### config.mk
export PLATFORM = sky130hd
export DESIGN_NAME = fetch_sequencer_flat
export DESIGN_NICKNAME = d
export VERILOG_FILES = /design/src/rtl/mips_pkg.sv /design/src/rtl/fetch_sequencer_if.sv /design/src/rtl/hazard_scoreboard.sv /design/src/rtl/fetch_sequencer.sv /design/src/flat_wrapper.sv
export SDC_FILE = /design/constraint.sdc
export NUM_CORES = 1
export LEC_CHECK = 0
export BUFFER_PORTS_ARGS = -buffer_cell sky130_fd_sc_hd__buf_2
export CORE_ASPECT_RATIO = 2
export CORE_MARGIN = 2
export CORE_UTILIZATION = 55
export CTS_BUF_LIST = sky130_fd_sc_hd__clkbuf_2
export CTS_CLUSTER_DIAMETER = 60
export DETAILED_ROUTE_END_ITERATION = 6
export PLACE_DENSITY = 0.94
export RECOVER_POWER = 25
export SYNTH_ARGS = -nofsm -noshare
export SYNTH_HDL_FRONTEND = slang
export SYNTH_SLANG_ARGS = --single-unit
### constraint.sdc
create_clock -name clk -period 3 [get_ports clk]
set_clock_uncertainty 0.15 [all_clocks]
set_input_delay 0.15 -clock clk [delete_from_list [all_inputs] [get_ports clk]]
set_output_delay 0.15 -clock clk [all_outputs]
set_load 0.05 [all_outputs]
### src/rtl/mips_pkg.sv
// rtl/mips_pkg.sv - shared opcodes, bubble word, sequencer states and decode helper
package mips_pkg;

    localparam logic [5:0]  OP_RTYPE  = 6'b001111;
    localparam logic [5:0]  OP_LOAD   = 6'b010000;
    localparam logic [5:0]  OP_STORE  = 6'b010001;

    localparam logic [5:0]  FUNCT_ADD = 6'h20;
    localparam logic [5:0]  FUNCT_SUB = 6'h22;

    // load r0 <- [r15 + 0]: a harmless word the pipeline can execute as a bubble
    localparam logic [31:0] NOP_WORD  = 32'h41E0_0000;

    localparam int          REG_W     = 5;

    typedef enum logic [1:0] {
        IDLE  = 2'd0,
        RUN   = 2'd1,
        DRAIN = 2'd2
    } fetch_state_t;

    typedef struct packed {
        logic             src1_vld;
        logic [REG_W-1:0] src1;
        logic             src2_vld;
        logic [REG_W-1:0] src2;
        logic             dst_vld;
        logic [REG_W-1:0] dst;
        logic             illegal;
    } dec_t;

    function automatic dec_t decode(input logic [31:0] word, input logic [31:0] nop_word);
        dec_t d;
        d      = '0;
        d.src1 = word[25:21];
        d.src2 = word[20:16];
        if (word != nop_word) begin
            case (word[31:26])
                OP_RTYPE: begin
                    d.src1_vld = 1'b1;
                    d.src2_vld = 1'b1;
                    d.dst_vld  = 1'b1;
                    d.dst      = word[15:11];
                end
                OP_LOAD: begin
                    d.src1_vld = 1'b1;
                    d.dst_vld  = 1'b1;
                    d.dst      = word[20:16];
                end
                OP_STORE: begin
                    d.src1_vld = 1'b1;
                    d.src2_vld = 1'b1;
                end
                default: d.illegal = 1'b1;
            endcase
        end
        return d;
    endfunction

endpackage

### src/rtl/fetch_sequencer_if.sv
// rtl/fetch_sequencer_if.sv - instruction memory port and instruction stream to pipeline
interface fetch_sequencer_if #(
    parameter int ADDR_W = 10
) ();
    logic [ADDR_W-1:0] imem_addr;
    logic [31:0]       imem_data;
    logic [31:0]       inst_out;
    logic              inst_valid;
    logic              inst_ready;

    modport master (
        output imem_addr,
        output inst_out,
        output inst_valid,
        input  imem_data,
        input  inst_ready
    );

    modport slave (
        input  imem_addr,
        input  inst_out,
        input  inst_valid,
        output imem_data,
        output inst_ready
    );
endinterface

### src/rtl/hazard_scoreboard.sv
// rtl/hazard_scoreboard.sv - shift register of recent destinations with source compare
module hazard_scoreboard
    import mips_pkg::*;
#(
    parameter int DEPTH = 3
) (
    input  logic             clk,
    input  logic             rst_n,
    input  logic             clear,
    input  logic             shift,
    input  logic             in_vld,
    input  logic [REG_W-1:0] in_reg,
    input  logic             src1_vld,
    input  logic [REG_W-1:0] src1,
    input  logic             src2_vld,
    input  logic [REG_W-1:0] src2,
    output logic             hazard
);

    logic [DEPTH-1:0] r_vld;
    logic [REG_W-1:0] r_reg [DEPTH];
    logic             w_hazard;

    always_ff @(posedge clk or negedge rst_n) begin
        if (!rst_n) begin
            for (int i = 0; i < DEPTH; i++) begin
                r_vld[i] <= 1'b0;
                r_reg[i] <= '0;
            end
        end else if (clear) begin
            for (int i = 0; i < DEPTH; i++) begin
                r_vld[i] <= 1'b0;
                r_reg[i] <= '0;
            end
        end else if (shift) begin
            // entry 0 is the most recent issue slot; the last entry ages out
            for (int i = DEPTH - 1; i > 0; i--) begin
                r_vld[i] <= r_vld[i-1];
                r_reg[i] <= r_reg[i-1];
            end
            r_vld[0] <= in_vld;
            r_reg[0] <= in_reg;
        end
    end

    always_comb begin
        w_hazard = 1'b0;
        for (int i = 0; i < DEPTH; i++) begin
            if (r_vld[i] && ((src1_vld && (r_reg[i] == src1)) ||
                             (src2_vld && (r_reg[i] == src2)))) begin
                w_hazard = 1'b1;
            end
        end
    end

    assign hazard = w_hazard;

endmodule

### src/rtl/fetch_sequencer.sv
// rtl/fetch_sequencer.sv - fetches an address range, inserting bubbles on register hazards
module fetch_sequencer
    import mips_pkg::*;
#(
    parameter int          ADDR_W    = 10,
    parameter int          HAZ_DEPTH = 3,
    parameter logic [31:0] NOP_WORD  = mips_pkg::NOP_WORD
) (
    input  logic                clk,
    input  logic                rst_n,
    input  logic                start,
    input  logic [ADDR_W-1:0]   start_addr,
    input  logic [ADDR_W-1:0]   end_addr,
    fetch_sequencer_if.master   bus,
    output logic                busy,
    output logic                done,
    output logic [15:0]         bubble_count,
    output logic                illegal
);

    fetch_state_t      r_state;
    fetch_state_t      w_state_nxt;
    logic [ADDR_W-1:0] r_pc;
    logic [ADDR_W-1:0] r_end_addr;
    logic [31:0]       r_inst_out;
    logic              r_inst_valid;
    logic              r_done;
    logic [15:0]       r_bubble_count;
    logic              r_illegal;

    dec_t              w_dec;
    logic              w_start;
    logic              w_issue;
    logic              w_hazard;
    logic              w_advance;
    logic              w_at_end;
    logic              w_accept_last;

    assign w_dec         = decode(bus.imem_data, NOP_WORD);
    assign w_start       = (r_state == IDLE) && start;
    assign w_issue       = (r_state == RUN) && (!r_inst_valid || bus.inst_ready);
    assign w_advance     = w_issue && !w_hazard;
    assign w_at_end      = (r_pc == r_end_addr);
    assign w_accept_last = (r_state == DRAIN) && r_inst_valid && bus.inst_ready;

    hazard_scoreboard #(
        .DEPTH    (HAZ_DEPTH)
    ) u_scoreboard (
        .clk      (clk),
        .rst_n    (rst_n),
        .clear    (w_start),
        .shift    (w_issue),
        .in_vld   (!w_hazard && w_dec.dst_vld),
        .in_reg   (w_dec.dst),
        .src1_vld (w_dec.src1_vld),
        .src1     (w_dec.src1),
        .src2_vld (w_dec.src2_vld),
        .src2     (w_dec.src2),
        .hazard   (w_hazard)
    );

    always_ff @(posedge clk or negedge rst_n) begin
        if (!rst_n) begin
            r_state <= IDLE;
        end else begin
            r_state <= w_state_nxt;
        end
    end

    always_comb begin
        w_state_nxt = r_state;
        unique case (r_state)
            IDLE:    if (start) w_state_nxt = RUN;
            RUN:     if (w_advance && w_at_end) w_state_nxt = DRAIN;
            DRAIN:   if (w_accept_last) w_state_nxt = IDLE;
            default: w_state_nxt = IDLE;
        endcase
    end

    always_ff @(posedge clk or negedge rst_n) begin
        if (!rst_n) begin
            r_pc           <= '0;
            r_end_addr     <= '0;
            r_inst_out     <= '0;
            r_inst_valid   <= 1'b0;
            r_done         <= 1'b0;
            r_bubble_count <= '0;
            r_illegal      <= 1'b0;
        end else begin
            r_done <= w_accept_last;
            if (w_start) begin
                r_pc           <= start_addr;
                r_end_addr     <= end_addr;
                r_bubble_count <= '0;
                r_illegal      <= 1'b0;
            end
            if (w_issue) begin
                r_inst_valid <= 1'b1;
                if (w_hazard) begin
                    // pc holds so the stalled instruction is refetched next slot
                    r_inst_out <= NOP_WORD;
                    if (r_bubble_count != 16'hFFFF) begin
                        r_bubble_count <= r_bubble_count + 16'd1;
                    end
                end else begin
                    r_inst_out <= bus.imem_data;
                    r_pc       <= r_pc + ADDR_W'(1);
                    if (w_dec.illegal) begin
                        r_illegal <= 1'b1;
                    end
                end
            end else if (w_accept_last) begin
                r_inst_valid <= 1'b0;
            end
        end
    end

    assign bus.imem_addr  = r_pc;
    assign bus.inst_out   = r_inst_out;
    assign bus.inst_valid = r_inst_valid;
    assign busy           = (r_state != IDLE);
    assign done           = r_done;
    assign bubble_count   = r_bubble_count;
    assign illegal        = r_illegal;

endmodule

### src/flat_wrapper.sv
// flat-port wrapper written by rule: the top's interface ports become plain ports
module fetch_sequencer_flat import mips_pkg::*;
#(
    parameter int          ADDR_W    = 10,
    parameter int          HAZ_DEPTH = 3,
    parameter logic [31:0] NOP_WORD  = mips_pkg::NOP_WORD
)
  (clk, rst_n, start, start_addr, end_addr, busy, done, bubble_count, illegal, bus_imem_addr, bus_inst_out, bus_inst_valid, bus_imem_data, bus_inst_ready);
  fetch_sequencer_if #(.ADDR_W(ADDR_W)) bus_i ();
  input  logic clk;
  input  logic rst_n;
  input  logic start;
  input  logic [ADDR_W-1:0] start_addr;
  input  logic [ADDR_W-1:0] end_addr;
  output logic busy;
  output logic done;
  output logic [15:0] bubble_count;
  output logic illegal;
  output wire logic [$bits(bus_i.imem_addr)-1:0] bus_imem_addr;
  output wire logic [$bits(bus_i.inst_out)-1:0] bus_inst_out;
  output wire logic [$bits(bus_i.inst_valid)-1:0] bus_inst_valid;
  input wire logic [$bits(bus_i.imem_data)-1:0] bus_imem_data;
  input wire logic [$bits(bus_i.inst_ready)-1:0] bus_inst_ready;
  assign bus_imem_addr = bus_i.imem_addr;
  assign bus_inst_out = bus_i.inst_out;
  assign bus_inst_valid = bus_i.inst_valid;
  assign bus_i.imem_data = bus_imem_data;
  assign bus_i.inst_ready = bus_inst_ready;
  fetch_sequencer #(.ADDR_W(ADDR_W), .HAZ_DEPTH(HAZ_DEPTH), .NOP_WORD(NOP_WORD)) u_core (.clk(clk), .rst_n(rst_n), .start(start), .start_addr(start_addr), .end_addr(end_addr), .bus(bus_i), .busy(busy), .done(done), .bubble_count(bubble_count), .illegal(illegal));
endmodule
==> out/summary.log <==
[routing] # DRC 0
[yosys] post-synth top area share 0.507
[global_routing] maximum number of pins on one net before global-route repair 34
[routing] WL final 14.5 mm
[timing] f_max 351 MHz
[layout] final net count 662
[floorplan] x dimension of the die 67.9 um
[worst_setup_path] critical path data arrival time 3220 ps
[power] peak supply drop 0.254 mV
[timing] Slew @ Worst Pin 1620 ps
[timing] Post-Route Setup TNS 0 ps
[layout] Sequential cell area 2280 sq um
[floorplan] total number of placement rows 46
[floorplan] starting density of the core 0.566
[layout] fraction of layout cells with a size suffix above 1 0.261
[floorplan] Core Region 7940 sq um
[routing] detail-routed via count per cell 6.18
[worst_setup_path] Worst setup EP type flip-flop
[worst_setup_path] required time at the worst-slack endpoint 3370 ps
[clocking] H-tree depth 3
[flow_run] count of max-cap constraint violations 2
[yosys] top flip-flop cell by instance count after synthesis sky130_fd_sc_hd__dfrtp_1
[power] Leakage Power 0.00288 uW
[worst_setup_path] cell type of the slowest stage on the worst timing path sky130_fd_sc_hd__nor4_1
[power] overall power 3080 uW
[worst_setup_path] critical-path cell list dlygate4sd3_1, buf_2, or4_1, nor4_1, nand3_1, a21oi_4, buf_4, mux2i_1, o221a_2
[routing] overall via count from detail_route 4363
[worst_setup_path] Worst setup SP type primary input
[global_routing] global-route wire length before repair 22.8 mm
[timing] Final Cycle Share 0.948
[worst_setup_path] worst setup path class in -> reg
[clocking] clock-pin slew on the worst setup and hold paths 230 ps
[yosys] total of warnings raised by yosys 0
[yosys] cell types occupying the most area after synthesis sky130_fd_sc_hd__dfrtp_1 51%, sky130_fd_sc_hd__a22o_1 7.8%, sky130_fd_sc_hd__xnor2_1 5.8%
[layout] final cell count without fillers 706
[yosys] synthesized area per cell 10.5 sq um
[clocking] total clock buffers created by CTS 9
[clocking] clock tree buffer depth 2
[clocking] count of cells resized by post-cts repair 0
[place] routability congestion estimate 0.964
[min_path] worst min-delay path category in -> reg
[routing] number of iterations in the first detailed-routing pass 5
[clocking] clk root buf sky130_fd_sc_hd__clkbuf_2
[global_routing] initial antenna violation count 1
[run_status] status complete, but fails checks
[routing] routed wirelength normalized by instance count 20.5 um
[place] number of placed instances, taps included 629
[yosys] post-synthesis instance area 4490 sq um
[worst_setup_path] delay-heaviest family, CP simple AND/OR/NAND/NOR gates
[layout] combined area of the multi-input logic cells 2050 sq um
[layout] total of fill cells in the finished design 505
[floorplan] floorplan die height 132 um
[yosys] number of enable-type register cells in the synthesized netlist 0
[worst_setup_path] worst-path fanout max 13
[yosys] portion of the post-synthesis area used by sequential elements 0.507
[yosys] largest area contributor in the netlist sky130_fd_sc_hd__dfrtp_1
[clocking] latest clock arrival within the worst-skew pair 560 ps
[timing] Setup WS post-layout 155 ps
[timing] Hold Vio Cnt, Final 0
[layout] number of flip-flops under the largest register name 32
[yosys] post-synthesis sequential element count 91
[yosys] cell count after synthesis 429
[timing] setup repair after global routing missed its margin no
[global_routing] total global-route track usage 0.341
[global_routing] total global routing overflow 0
[yosys] library cell with the highest instance count after synthesis sky130_fd_sc_hd__dfrtp_1
[layout] synth-to-layout area growth 31.0%
[clocking] TritonCTS clock tree built
[place] Final HPWL DP 9.39 mm
[timing] final hold slack 157 ps
[timing] final-report max-slew violation count 31
[run_status] failing checks max-capacitance violations, max-slew violations
[worst_setup_path] worst stage delay on the critical path 550 ps
[yosys] Post-Synthesis Net Count 487
[clocking] CTS Sinks 91
[place] post-place setup slack 241 ps
[worst_setup_path] worst path buffer plus inverter count 3
[timing] final critical delay including setup and external delays 2850 ps
[routing] antenna violation net count after detailed routing 0
[place] count of input and output buffers 117
[global_routing] vias in the first global route 4633
[yosys] list of most frequent post-synthesis cells 91 x sky130_fd_sc_hd__dfrtp_1, 64 x sky130_fd_sc_hd__nand2_1, 40 x sky130_fd_sc_hd__a22o_1
[timing] count of endpoints failing setup in the final report 0
[floorplan] I/O pin count 118
[power] pwr/cell area 524 nW/um^2
[timing] Max-Slew Margin vs Limit -0.0827
[routing] drt first-iter violations 481
[yosys] proportion of register bits with asynchronous set or reset after synthesis 1.00
[yosys] post-synth cell types 48
[floorplan] Die Area 8950 sq um
worst reg2reg max path, delay by kind of cell (launching register included):
kind,cells,cell delay [ps]
buffers and inverters,1,230
and+or+nand+nor,2,480
DFF,1,490
xor gates and xnor gates,1,150
muxes,1,190
AOI/OAI and AO/OA,4,990
cell type report:
| class | count | area share |
|---|---|---|
| clock buffers | 9 | 0.00765 |
| diodes | 1 | 0.000425 |
| inverters | 10 | 0.00637 |
| clock inverters | 7 | 0.0140 |
| well taps | 96 | 0.0204 |
| multi-input cells | 301 | 0.347 |
| repair buffers | 191 | 0.217 |
| flip-flops and latches | 91 | 0.387 |
cells by family (layout without fill, tap and decap cells):
| group | count (synthesis) | in the layout | synth area share |
|---|---|---|---|
| AO/OA/AOI/OAI | 91 | 91 | 0.158 |
| XOR/XNOR | 44 | 44 | 0.0858 |
| adder cells (fa/ha/maj) | 2 | 2 | 0.00557 |
| buffers and inverters | 37 | 217 | 0.0379 |
| flip-flops | 91 | 91 | 0.507 |
| multiplexers | 19 | 19 | 0.0440 |
| other | 0 | 1 | 0 |
| AND/OR/NAND/NOR | 145 | 145 | 0.162 |
through the flow:
stage	util	area [sq um]
CTS	0.744	5910
finish	0.741	5890
global route	0.741	5890
global placement	0.651	5170
detailed placement	0.651	5170
floorplan	-	4490
routing by layer:
layer / GRT usage / routed length (um) / up-vias
li1: - / - / 1887
met1: 0.350 / 4720 / 2117
met2: 0.582 / 7770 / 256
met3: 0.0615 / 803 / 103
met4: 0.258 / 1180 / 0
met5: 0 / 0 / -
final timing paths:
path                                                           from                                  endpoint  slack (ps)  cells past startpoint
setup / recovery                                   bus_imem_data[4]         u_core.bus.imem_addr[6]$_DFF_PN0_         150                      9
setup reg to reg           u_core.u_scoreboard.r_reg[2]$_DFFE_PN0P_         u_core.bus.imem_addr[6]$_DFF_PN0_         290                      9
hold reg to reg                            u_core.illegal$_DFF_PN0_                  u_core.illegal$_DFF_PN0_         370                      2
hold / removal                                          end_addr[0]          u_core.r_end_addr[0]$_DFFE_PN0P_         160                      4
max in group asynchronous                                     rst_n       u_core.bus.inst_out[14]$_DFFE_PN0P_         550                      4
min in group asynchronous                                     rst_n  u_core.u_scoreboard.r_reg[8]$_DFFE_PN0P_         910                      4
report_power, final:
group / internal [uW] / switching, uW
Clock: 264 / 416
Combinational: 307 / 628
Sequential: 1330 / 136
cells in the final DEF, fill, tap and decap left out, types with 10 or more instances in the layout:
master / synthesis / layout
sky130_fd_sc_hd__a22o_1: 40 / 40
sky130_fd_sc_hd__and3_1: 12 / 12
sky130_fd_sc_hd__buf_2: 6 / 116
sky130_fd_sc_hd__buf_4: 2 / 12
sky130_fd_sc_hd__clkbuf_2: 1 / 10
sky130_fd_sc_hd__dfrtp_1: 91 / 91
sky130_fd_sc_hd__dlygate4sd3_1: 0 / 59
sky130_fd_sc_hd__inv_1: 10 / 10
sky130_fd_sc_hd__mux2i_1: 16 / 16
sky130_fd_sc_hd__nand2_1: 64 / 64
sky130_fd_sc_hd__nand4_1: 14 / 14
sky130_fd_sc_hd__nor2_1: 18 / 18
sky130_fd_sc_hd__o21ai_0: 10 / 10
sky130_fd_sc_hd__xnor2_1: 30 / 30
sky130_fd_sc_hd__xor2_1: 14 / 14
timing repair:
item                                   4_1_cts  5_1_grt
hold buffers                                60        0
setup buffers                                0        0
endpoints found under the hold margin      152        0
(Power assumes the default switching activity.)
